==> src/rtl/fir_pkg.sv <==
// Shared definitions for the time-multiplexed single-MAC FIR sequencer:
// state encoding, default geometry and the circular-buffer address helper.
package fir_pkg;

  typedef enum logic [2:0] {
    ST_CLEAR = 3'd0,
    ST_IDLE  = 3'd1,
    ST_RUN   = 3'd2,
    ST_DRAIN = 3'd3,
    ST_DONE  = 3'd4
  } fir_state_e;

  localparam int unsigned TAPS_DEF   = 32'd16;
  localparam int unsigned ADDR_W_DEF = 32'd4;
  localparam int unsigned DATA_W_DEF = 32'd16;

  // Step one slot back in a ring of 'taps' entries; wraps with a compare so
  // non-power-of-two tap counts stay inside the ring.
  function automatic int unsigned mod_dec(input int unsigned val, input int unsigned taps);
    int unsigned res;
    if (val == 32'd0) begin
      res = taps - 32'd1;
    end else begin
      res = val - 32'd1;
    end
    return res;
  endfunction

endpackage

==> src/rtl/fir_mac_controller_if.sv <==
// Sample handshake, delay-line/ROM address bus, MAC strobes and result
// handshake of the FIR sequencer, grouped as one bundle.
interface fir_mac_controller_if
  import fir_pkg::*;
#(
  parameter int unsigned ADDR_W = ADDR_W_DEF,
  parameter int unsigned DATA_W = DATA_W_DEF
);

  logic [DATA_W-1:0] sample_in;
  logic              sample_valid;
  logic              sample_ready;
  logic              flush;
  logic              ram_we;
  logic [ADDR_W-1:0] ram_waddr;
  logic [DATA_W-1:0] ram_wdata;
  logic [ADDR_W-1:0] ram_raddr;
  logic [ADDR_W-1:0] coef_addr;
  logic              mac_clr;
  logic              mac_en;
  logic              out_valid;
  logic              out_ready;
  logic              busy;

  modport master (
    input  sample_in, sample_valid, flush, out_ready,
    output sample_ready, ram_we, ram_waddr, ram_wdata, ram_raddr, coef_addr,
           mac_clr, mac_en, out_valid, busy
  );

  modport slave (
    output sample_in, sample_valid, flush, out_ready,
    input  sample_ready, ram_we, ram_waddr, ram_wdata, ram_raddr, coef_addr,
           mac_clr, mac_en, out_valid, busy
  );

endinterface

==> src/rtl/fir_addr_gen.sv <==
// Tap counter and circular delay-line read address: walks newest-to-oldest
// sample while the coefficient index walks upward from zero.
module fir_addr_gen
  import fir_pkg::*;
#(
  parameter int unsigned TAPS   = TAPS_DEF,
  parameter int unsigned ADDR_W = ADDR_W_DEF
) (
  input  logic              clk,
  input  logic              reset,
  input  logic              start,
  input  logic              step,
  input  logic [ADDR_W-1:0] base,
  output logic [ADDR_W-1:0] tap,
  output logic [ADDR_W-1:0] raddr,
  output logic              last
);

  logic [ADDR_W-1:0] tap_r;
  logic [ADDR_W-1:0] raddr_r;

  // Load the newest-sample slot on accept, then move one tap per RUN cycle.
  always_ff @(posedge clk or negedge reset) begin
    if (!reset) begin
      tap_r   <= {ADDR_W{1'b0}};
      raddr_r <= {ADDR_W{1'b0}};
    end else if (start) begin
      tap_r   <= {ADDR_W{1'b0}};
      raddr_r <= base;
    end else if (step) begin
      tap_r   <= tap_r + ADDR_W'(1'b1);
      raddr_r <= ADDR_W'(mod_dec(32'(raddr_r), TAPS));
    end else begin
      tap_r   <= tap_r;
      raddr_r <= raddr_r;
    end
  end

  assign tap   = tap_r;
  assign raddr = raddr_r;
  assign last  = (tap_r == ADDR_W'(TAPS - 32'd1));

endmodule

==> src/rtl/fir_mac_controller.sv <==
// Sequencer for a single-MAC FIR: writes each accepted sample into the
// circular delay line, walks every tap, then offers the MAC result downstream.
module fir_mac_controller
  import fir_pkg::*;
#(
  parameter int unsigned TAPS   = TAPS_DEF,
  parameter int unsigned ADDR_W = ADDR_W_DEF,
  parameter int unsigned DATA_W = DATA_W_DEF
) (
  input  logic                 clk,
  input  logic                 reset,
  fir_mac_controller_if.master bus
);

  fir_state_e        state_r;
  fir_state_e        next_state_s;
  logic [ADDR_W-1:0] clr_cnt_r;
  logic [ADDR_W-1:0] wr_ptr_r;
  logic              mac_en_r;
  logic              mac_clr_r;
  logic              out_valid_r;

  logic              clr_last_s;
  logic              ready_s;
  logic              accept_s;
  logic              step_s;
  logic              ram_we_s;
  logic [ADDR_W-1:0] ram_waddr_s;
  logic [DATA_W-1:0] ram_wdata_s;
  logic [ADDR_W-1:0] tap_s;
  logic [ADDR_W-1:0] raddr_s;
  logic              last_s;

  assign clr_last_s = (clr_cnt_r == ADDR_W'(TAPS - 32'd1));

  fir_addr_gen #(
    .TAPS   (TAPS),
    .ADDR_W (ADDR_W)
  ) u_addr_gen (
    .clk   (clk),
    .reset (reset),
    .start (accept_s),
    .step  (step_s),
    .base  (wr_ptr_r),
    .tap   (tap_s),
    .raddr (raddr_s),
    .last  (last_s)
  );

  // State register.
  always_ff @(posedge clk or negedge reset) begin
    if (!reset) begin
      state_r <= ST_CLEAR;
    end else begin
      state_r <= next_state_s;
    end
  end

  // Next-state decode plus the delay-line write port and sample handshake.
  always_comb begin
    next_state_s = state_r;
    ready_s      = 1'b0;
    accept_s     = 1'b0;
    step_s       = 1'b0;
    ram_we_s     = 1'b0;
    ram_waddr_s  = wr_ptr_r;
    ram_wdata_s  = {DATA_W{1'b0}};
    case (state_r)
      ST_CLEAR: begin
        ram_we_s    = 1'b1;
        ram_waddr_s = clr_cnt_r;
        if (clr_last_s) begin
          next_state_s = ST_IDLE;
        end else begin
          next_state_s = ST_CLEAR;
        end
      end
      ST_IDLE: begin
        ready_s     = !bus.flush;
        ram_wdata_s = bus.sample_in;
        if (bus.flush) begin
          next_state_s = ST_CLEAR;
        end else if (bus.sample_valid) begin
          accept_s     = 1'b1;
          ram_we_s     = 1'b1;
          next_state_s = ST_RUN;
        end else begin
          next_state_s = ST_IDLE;
        end
      end
      ST_RUN: begin
        if (last_s) begin
          next_state_s = ST_DRAIN;
        end else begin
          step_s       = 1'b1;
          next_state_s = ST_RUN;
        end
      end
      ST_DRAIN: begin
        next_state_s = ST_DONE;
      end
      ST_DONE: begin
        if (bus.out_ready) begin
          next_state_s = ST_IDLE;
        end else begin
          next_state_s = ST_DONE;
        end
      end
      default: begin
        next_state_s = ST_CLEAR;
      end
    endcase
  end

  // Clear sweep counter and circular write pointer.
  always_ff @(posedge clk or negedge reset) begin
    if (!reset) begin
      clr_cnt_r <= {ADDR_W{1'b0}};
      wr_ptr_r  <= {ADDR_W{1'b0}};
    end else begin
      if (state_r == ST_CLEAR && !clr_last_s) begin
        clr_cnt_r <= clr_cnt_r + ADDR_W'(1'b1);
      end else begin
        clr_cnt_r <= {ADDR_W{1'b0}};
      end
      if (state_r == ST_CLEAR && clr_last_s) begin
        wr_ptr_r <= {ADDR_W{1'b0}};
      end else if (accept_s) begin
        wr_ptr_r <= (wr_ptr_r == ADDR_W'(TAPS - 32'd1)) ? {ADDR_W{1'b0}}
                                                         : wr_ptr_r + ADDR_W'(1'b1);
      end else begin
        wr_ptr_r <= wr_ptr_r;
      end
    end
  end

  // MAC strobes trail the read addresses by the one-cycle RAM/ROM latency.
  always_ff @(posedge clk or negedge reset) begin
    if (!reset) begin
      mac_en_r    <= 1'b0;
      mac_clr_r   <= 1'b0;
      out_valid_r <= 1'b0;
    end else begin
      mac_en_r    <= (state_r == ST_RUN);
      mac_clr_r   <= (state_r == ST_RUN) && (tap_s == {ADDR_W{1'b0}});
      out_valid_r <= (next_state_s == ST_DONE);
    end
  end

  // The write strobe is decoded from state, so it is masked while reset is held.
  assign bus.ram_we       = ram_we_s & reset;
  assign bus.ram_waddr    = ram_waddr_s;
  assign bus.ram_wdata    = ram_wdata_s;
  assign bus.sample_ready = ready_s;
  assign bus.ram_raddr    = raddr_s;
  assign bus.coef_addr    = tap_s;
  assign bus.mac_en       = mac_en_r;
  assign bus.mac_clr      = mac_clr_r;
  assign bus.out_valid    = out_valid_r;
  assign bus.busy         = (state_r != ST_IDLE);

endmodule

==> src/flat_wrapper.sv <==
// flat-port wrapper written by rule: the top's interface ports become plain ports
module fir_mac_controller_flat import fir_pkg::*;
#(
  parameter int unsigned TAPS   = TAPS_DEF,
  parameter int unsigned ADDR_W = ADDR_W_DEF,
  parameter int unsigned DATA_W = DATA_W_DEF
)
  (clk, reset, bus_sample_in, bus_sample_valid, bus_flush, bus_out_ready, bus_sample_ready, bus_ram_we, bus_ram_waddr, bus_ram_wdata, bus_ram_raddr, bus_coef_addr, bus_mac_clr, bus_mac_en, bus_out_valid, bus_busy);
  fir_mac_controller_if #(.ADDR_W(ADDR_W), .DATA_W(DATA_W)) bus_i ();
  input  logic clk;
  input  logic reset;
  input wire logic [$bits(bus_i.sample_in)-1:0] bus_sample_in;
  input wire logic [$bits(bus_i.sample_valid)-1:0] bus_sample_valid;
  input wire logic [$bits(bus_i.flush)-1:0] bus_flush;
  input wire logic [$bits(bus_i.out_ready)-1:0] bus_out_ready;
  output wire logic [$bits(bus_i.sample_ready)-1:0] bus_sample_ready;
  output wire logic [$bits(bus_i.ram_we)-1:0] bus_ram_we;
  output wire logic [$bits(bus_i.ram_waddr)-1:0] bus_ram_waddr;
  output wire logic [$bits(bus_i.ram_wdata)-1:0] bus_ram_wdata;
  output wire logic [$bits(bus_i.ram_raddr)-1:0] bus_ram_raddr;
  output wire logic [$bits(bus_i.coef_addr)-1:0] bus_coef_addr;
  output wire logic [$bits(bus_i.mac_clr)-1:0] bus_mac_clr;
  output wire logic [$bits(bus_i.mac_en)-1:0] bus_mac_en;
  output wire logic [$bits(bus_i.out_valid)-1:0] bus_out_valid;
  output wire logic [$bits(bus_i.busy)-1:0] bus_busy;
  assign bus_i.sample_in = bus_sample_in;
  assign bus_i.sample_valid = bus_sample_valid;
  assign bus_i.flush = bus_flush;
  assign bus_i.out_ready = bus_out_ready;
  assign bus_sample_ready = bus_i.sample_ready;
  assign bus_ram_we = bus_i.ram_we;
  assign bus_ram_waddr = bus_i.ram_waddr;
  assign bus_ram_wdata = bus_i.ram_wdata;
  assign bus_ram_raddr = bus_i.ram_raddr;
  assign bus_coef_addr = bus_i.coef_addr;
  assign bus_mac_clr = bus_i.mac_clr;
  assign bus_mac_en = bus_i.mac_en;
  assign bus_out_valid = bus_i.out_valid;
  assign bus_busy = bus_i.busy;
  fir_mac_controller #(.TAPS(TAPS), .ADDR_W(ADDR_W), .DATA_W(DATA_W)) u_core (.clk(clk), .reset(reset), .bus(bus_i));
endmodule
==> config.mk <==
export PLATFORM = sky130hd
export DESIGN_NAME = fir_mac_controller_flat
export DESIGN_NICKNAME = d
export VERILOG_FILES = /design/src/rtl/fir_pkg.sv /design/src/rtl/fir_mac_controller_if.sv /design/src/rtl/fir_addr_gen.sv /design/src/rtl/fir_mac_controller.sv /design/src/flat_wrapper.sv
export SDC_FILE = /design/constraint.sdc
export NUM_CORES = 1
export LEC_CHECK = 0
export CORE_ASPECT_RATIO = 1.5
export CORE_UTILIZATION = 40
export DETAILED_ROUTE_END_ITERATION = 16
export GPL_ROUTABILITY_DRIVEN = 0
export GPL_TIMING_DRIVEN = 0
export PLACE_DENSITY_LB_ADDON = 0.08
export SETUP_SLACK_MARGIN = 0.2
export SKIP_CTS_REPAIR_TIMING = 1
export SLEW_MARGIN = 10
export SYNTH_ARGS = -nofsm -noshare
export SYNTH_HDL_FRONTEND = slang
export SYNTH_SLANG_ARGS = --single-unit
==> constraint.sdc <==
create_clock -name clk -period 2.5 [get_ports clk]
set_input_delay 0.25 -clock clk [delete_from_list [all_inputs] [get_ports clk]]
set_output_delay 0.25 -clock clk [all_outputs]
set_load 0.03 [all_outputs]
==> flow_summary.rst <==
.. list-table::
   :header-rows: 1

   * - Metric
     - Value
   * - Result of the run
     - completed
   * - TritonCTS clock tree
     - done
   * - Transition time at the pin with the least slew margin
     - 1020 ps
   * - Combined global-route utilization of all metal layers
     - 22.4%
   * - Input/output buffers
     - 54
   * - Crit path launch type
     - register
   * - Number of vias in the routed layout
     - roughly 1,200
   * - DIE AREA
     - 3400 um^2
   * - Most common cell after layout, fill and taps aside
     - clkdlybuf4s50_1
   * - Clock Sink Count
     - 22
   * - Number of flip-flops and latches in the synthesized netlist
     - 22
   * - Post-synth ARST share
     - 100%
   * - Cell Pwr Density
     - 1010 nW/um^2
   * - Area fraction in and, or, nand and nor cells after synthesis
     - 31.2%
   * - Area of the multi-input gates
     - 673 um^2
   * - Total of max-cap violations
     - 0
   * - Data arrival time of the critical path
     - approximately 2100 ps
   * - Shortest period the worst path allows
     - 2370 ps
   * - Final #Nets
     - 226
   * - Total count of hold-check failures in the final report
     - 0
   * - Wire length of the first global-routing pass
     - 5490 um
   * - Setup repair after global routing missed its margin
     - yes
   * - Worst rel slew slack
     - between 30% and 40%
   * - XOR/XNOR Fraction of Synth Area
     - 4.15%
   * - Post-Route Skew
     - around 5 ps
   * - Number of antenna diodes
     - 0
   * - Most frequent cells in the layout
     - 34 x clkdlybuf4s50_1, 22 x dfrtp_1, 21 x nand2_1
   * - Final wirelength
     - roughly 3400 um
   * - Number of warnings issued by yosys
     - 0
   * - Ratio of final minimum period to clock period
     - 94.8%
   * - Switching Fraction
     - 45.0%
   * - Reg clk slew, reported paths
     - approximately 80 ps
   * - Placement Setup Slack
     - -160 ps
   * - Skew-Pair Late Insertion Delay
     - roughly 260 ps
   * - Reported leakage power
     - 1.22 nW
   * - Logic pwr share
     - 55.0%
   * - Total negative slack
     - 0 ps
   * - Area of the core region
     - 2940 um^2
   * - Area added between synthesis and finish
     - 57.5%
   * - Total of fill cells in the finished design
     - 258
   * - Fraction of final layout cells sized beyond drive strength 1
     - 8.54%
   * - Num ports
     - 55
   * - Synth Net Count
     - ~170
   * - Number of nets with antenna violations after routing
     - 0
   * - Vias in the first global route
     - between 1,000 and 1,500
   * - Area of the mapped netlist
     - roughly 1300 um^2
   * - Placed Area
     - 1850 um^2
   * - Main combinational cell family by area after synthesis
     - simple AND/OR/NAND/NOR gates
   * - Worst supply voltage drop on vdd
     - 0.886 mV
   * - Switching Power
     - 0.906 mW
   * - Critical path data required time
     - 2250 ps
   * - Avg Cell Area, Syn
     - between 9 and 10 um^2
   * - Detailed-routing iteration count for the pre-antenna-repair pass
     - 4
   * - HPWL after DPL
     - around 2600 um
   * - Count of H-tree levels built during CTS
     - 1
   * - Clock power frac
     - approximately 13%
   * - Max-slew violations
     - 0
   * - Leftover overflow at the end of global routing
     - 0
   * - Number of enable-type register cells in the synthesized netlist
     - 0
   * - Post-route DRC
     - 0
   * - Seq pwr share
     - 32.3%
   * - Sequential cell area
     - 551 um^2
   * - Horizontal die dimension
     - 47.9 um
   * - Routed wire per std cell
     - 14.4 um
   * - Height of the chip
     - roughly 71 um
   * - Largest incremental delay on the critical path
     - 690 ps
   * - Power Total
     - between 2 and 2.5 mW
   * - Starting utilization of the core area
     - 43.0%
   * - Post-synthesis sequential area ratio
     - 43.5%
   * - Mapped Cells
     - 139
   * - Top fanout value on the critical path
     - 10
   * - Fin worst setup slack
     - 129 ps
   * - Synth Area in Compound Gates
     - 11.7%
   * - Multiplexer share of the synthesized area
     - 0%
   * - Internal power summed over all cells
     - 1.11 mW
   * - Post-synthesis share of cell area spent on full adders, half adders and majority gates
     - ~5%
   * - Number of different library cells in the post-synthesis netlist
     - 35
   * - Clock root buffer master
     - clkbuf_8
   * - Critical path type
     - reg -> out
   * - Critical-path cell with the highest stage delay
     - clkdlybuf4s50_1
   * - Final non-filler cell area
     - 1990 um^2
   * - Category of the worst setup path capture point
     - output port
   * - Largest buffer count on any clock path
     - 2
   * - Crit path cell chain
     - nor3b_4 > clkbuf_2 > and2_1 > clkdlybuf4s50_1
   * - Core Rows
     - 24
   * - Drt first-iter violations
     - 21
   * - Largest net degree at the start of global routing
     - 24
   * - TritonCTS buffer count
     - 3
   * - Setup-failing EPs final
     - 0
   * - Main synth FF type
     - dfrtp_1
   * - Class of the worst hold path
     - in -> async
   * - Fmax
     - 0.422 GHz
   * - Initial antenna violation count
     - 0
   * - Average via count per standard cell
     - 5.06
==> power groups by stage <==
stage	clock [mW]	combinational, mW	sequential [mW]
after detailed placement	0	1.11	0.650
after CTS	0.264	1.12	0.643
after global placement	0	1.08	0.642
after global routing	0.276	1.22	0.673
final	0.257	1.11	0.651
after floorplan	0	0.558	0.760
==> final cells by class <==
class                      instances  share of cell area (%)
multi-input combinational        105                    33.8
clock buffer                       4                    2.76
sequential                        22                    27.6
inverter                           9                    1.70
tap                               39                    2.45
buffer                             3                    1.26
timing repair buffer              56                    30.4
==> cell families after synthesis <==
family | Yosys count
buffers and inverters | 12
xor gates and xnor gates | 6
and+or+nand+nor | 71
adders and majority gates | 5
AOI/OAI and AO/OA | 23
DFF | 22
==> final timing paths <==
check / from / slack [ps] / depth (start not counted) / endpoint
max: u_core.state_r[2] / 130 / 4 / bus_ram_wdata[11]
min: reset / 150 / 1 / u_core.clr_cnt_r[3]
max reg2reg: u_core.state_r[1] / 830 / 5 / u_core.state_r[0]
min reg2reg: u_core.clr_cnt_r[0] / 520 / 1 / u_core.clr_cnt_r[0]
max in group asynchronous: reset / 1730 / 1 / u_core.bus.mac_clr
min in group clk: u_core.clr_cnt_r[0] / 520 / 1 / u_core.clr_cnt_r[0]
==> sequential cells by signal (all words and copies together), names as in the netlist <==
| register | count |
|---|---|
| u_core.u_addr_gen.raddr | 4 |
| u_core.u_addr_gen.tap | 4 |
| u_core.bus.out_valid | 1 |
| u_core.bus.mac_clr | 1 |
| u_core.state_r | 3 |
| u_core.wr_ptr_r | 4 |
| u_core.clr_cnt_r | 4 |
| u_core.bus.mac_en | 1 |
==> layer usage <==
metal	GRT usage [%]	wire length [um]
met5	0	0
met4	10.5	57
met3	2.81	91
met2	39.5	1950
met1	24.8	1320
==> synthesized netlist by cell type, types with 3 or more instances <==
cell / count / share of area [%]
nor2_1: 12 / 3.6
inv_1: 8 / 2.4
and2_1: 16 / 7.9
nand2_1: 21 / 6.2
dfrtp_1: 22 / 44
xnor2_1: 3 / 2.1
ha_1: 5 / 4.9
and3_1: 3 / 1.5
xor2_1: 3 / 2.1
o21ai_0: 6 / 2.4
nand3_1: 7 / 2.8
a21oi_1: 7 / 2.8
==> worst max-delay path: cells and delay by family (launching register included) <==
family,cells,cell delay [ps]
flops,1,500
buf+inv,2,920
simple gates,2,440
==> metrics by stage <==
step | hold slack [ps] | util, % | cells
finish | 148 | 67.7 | 238
global route | 224 | 67.7 | 238
CTS | 528 | 64.9 | 236
detailed placement | 517 | 63.0 | 232
global placement | 499 | 63.0 | 232
floorplan | -45.6 | - | 139
Power figures use the tool's default switching activity.
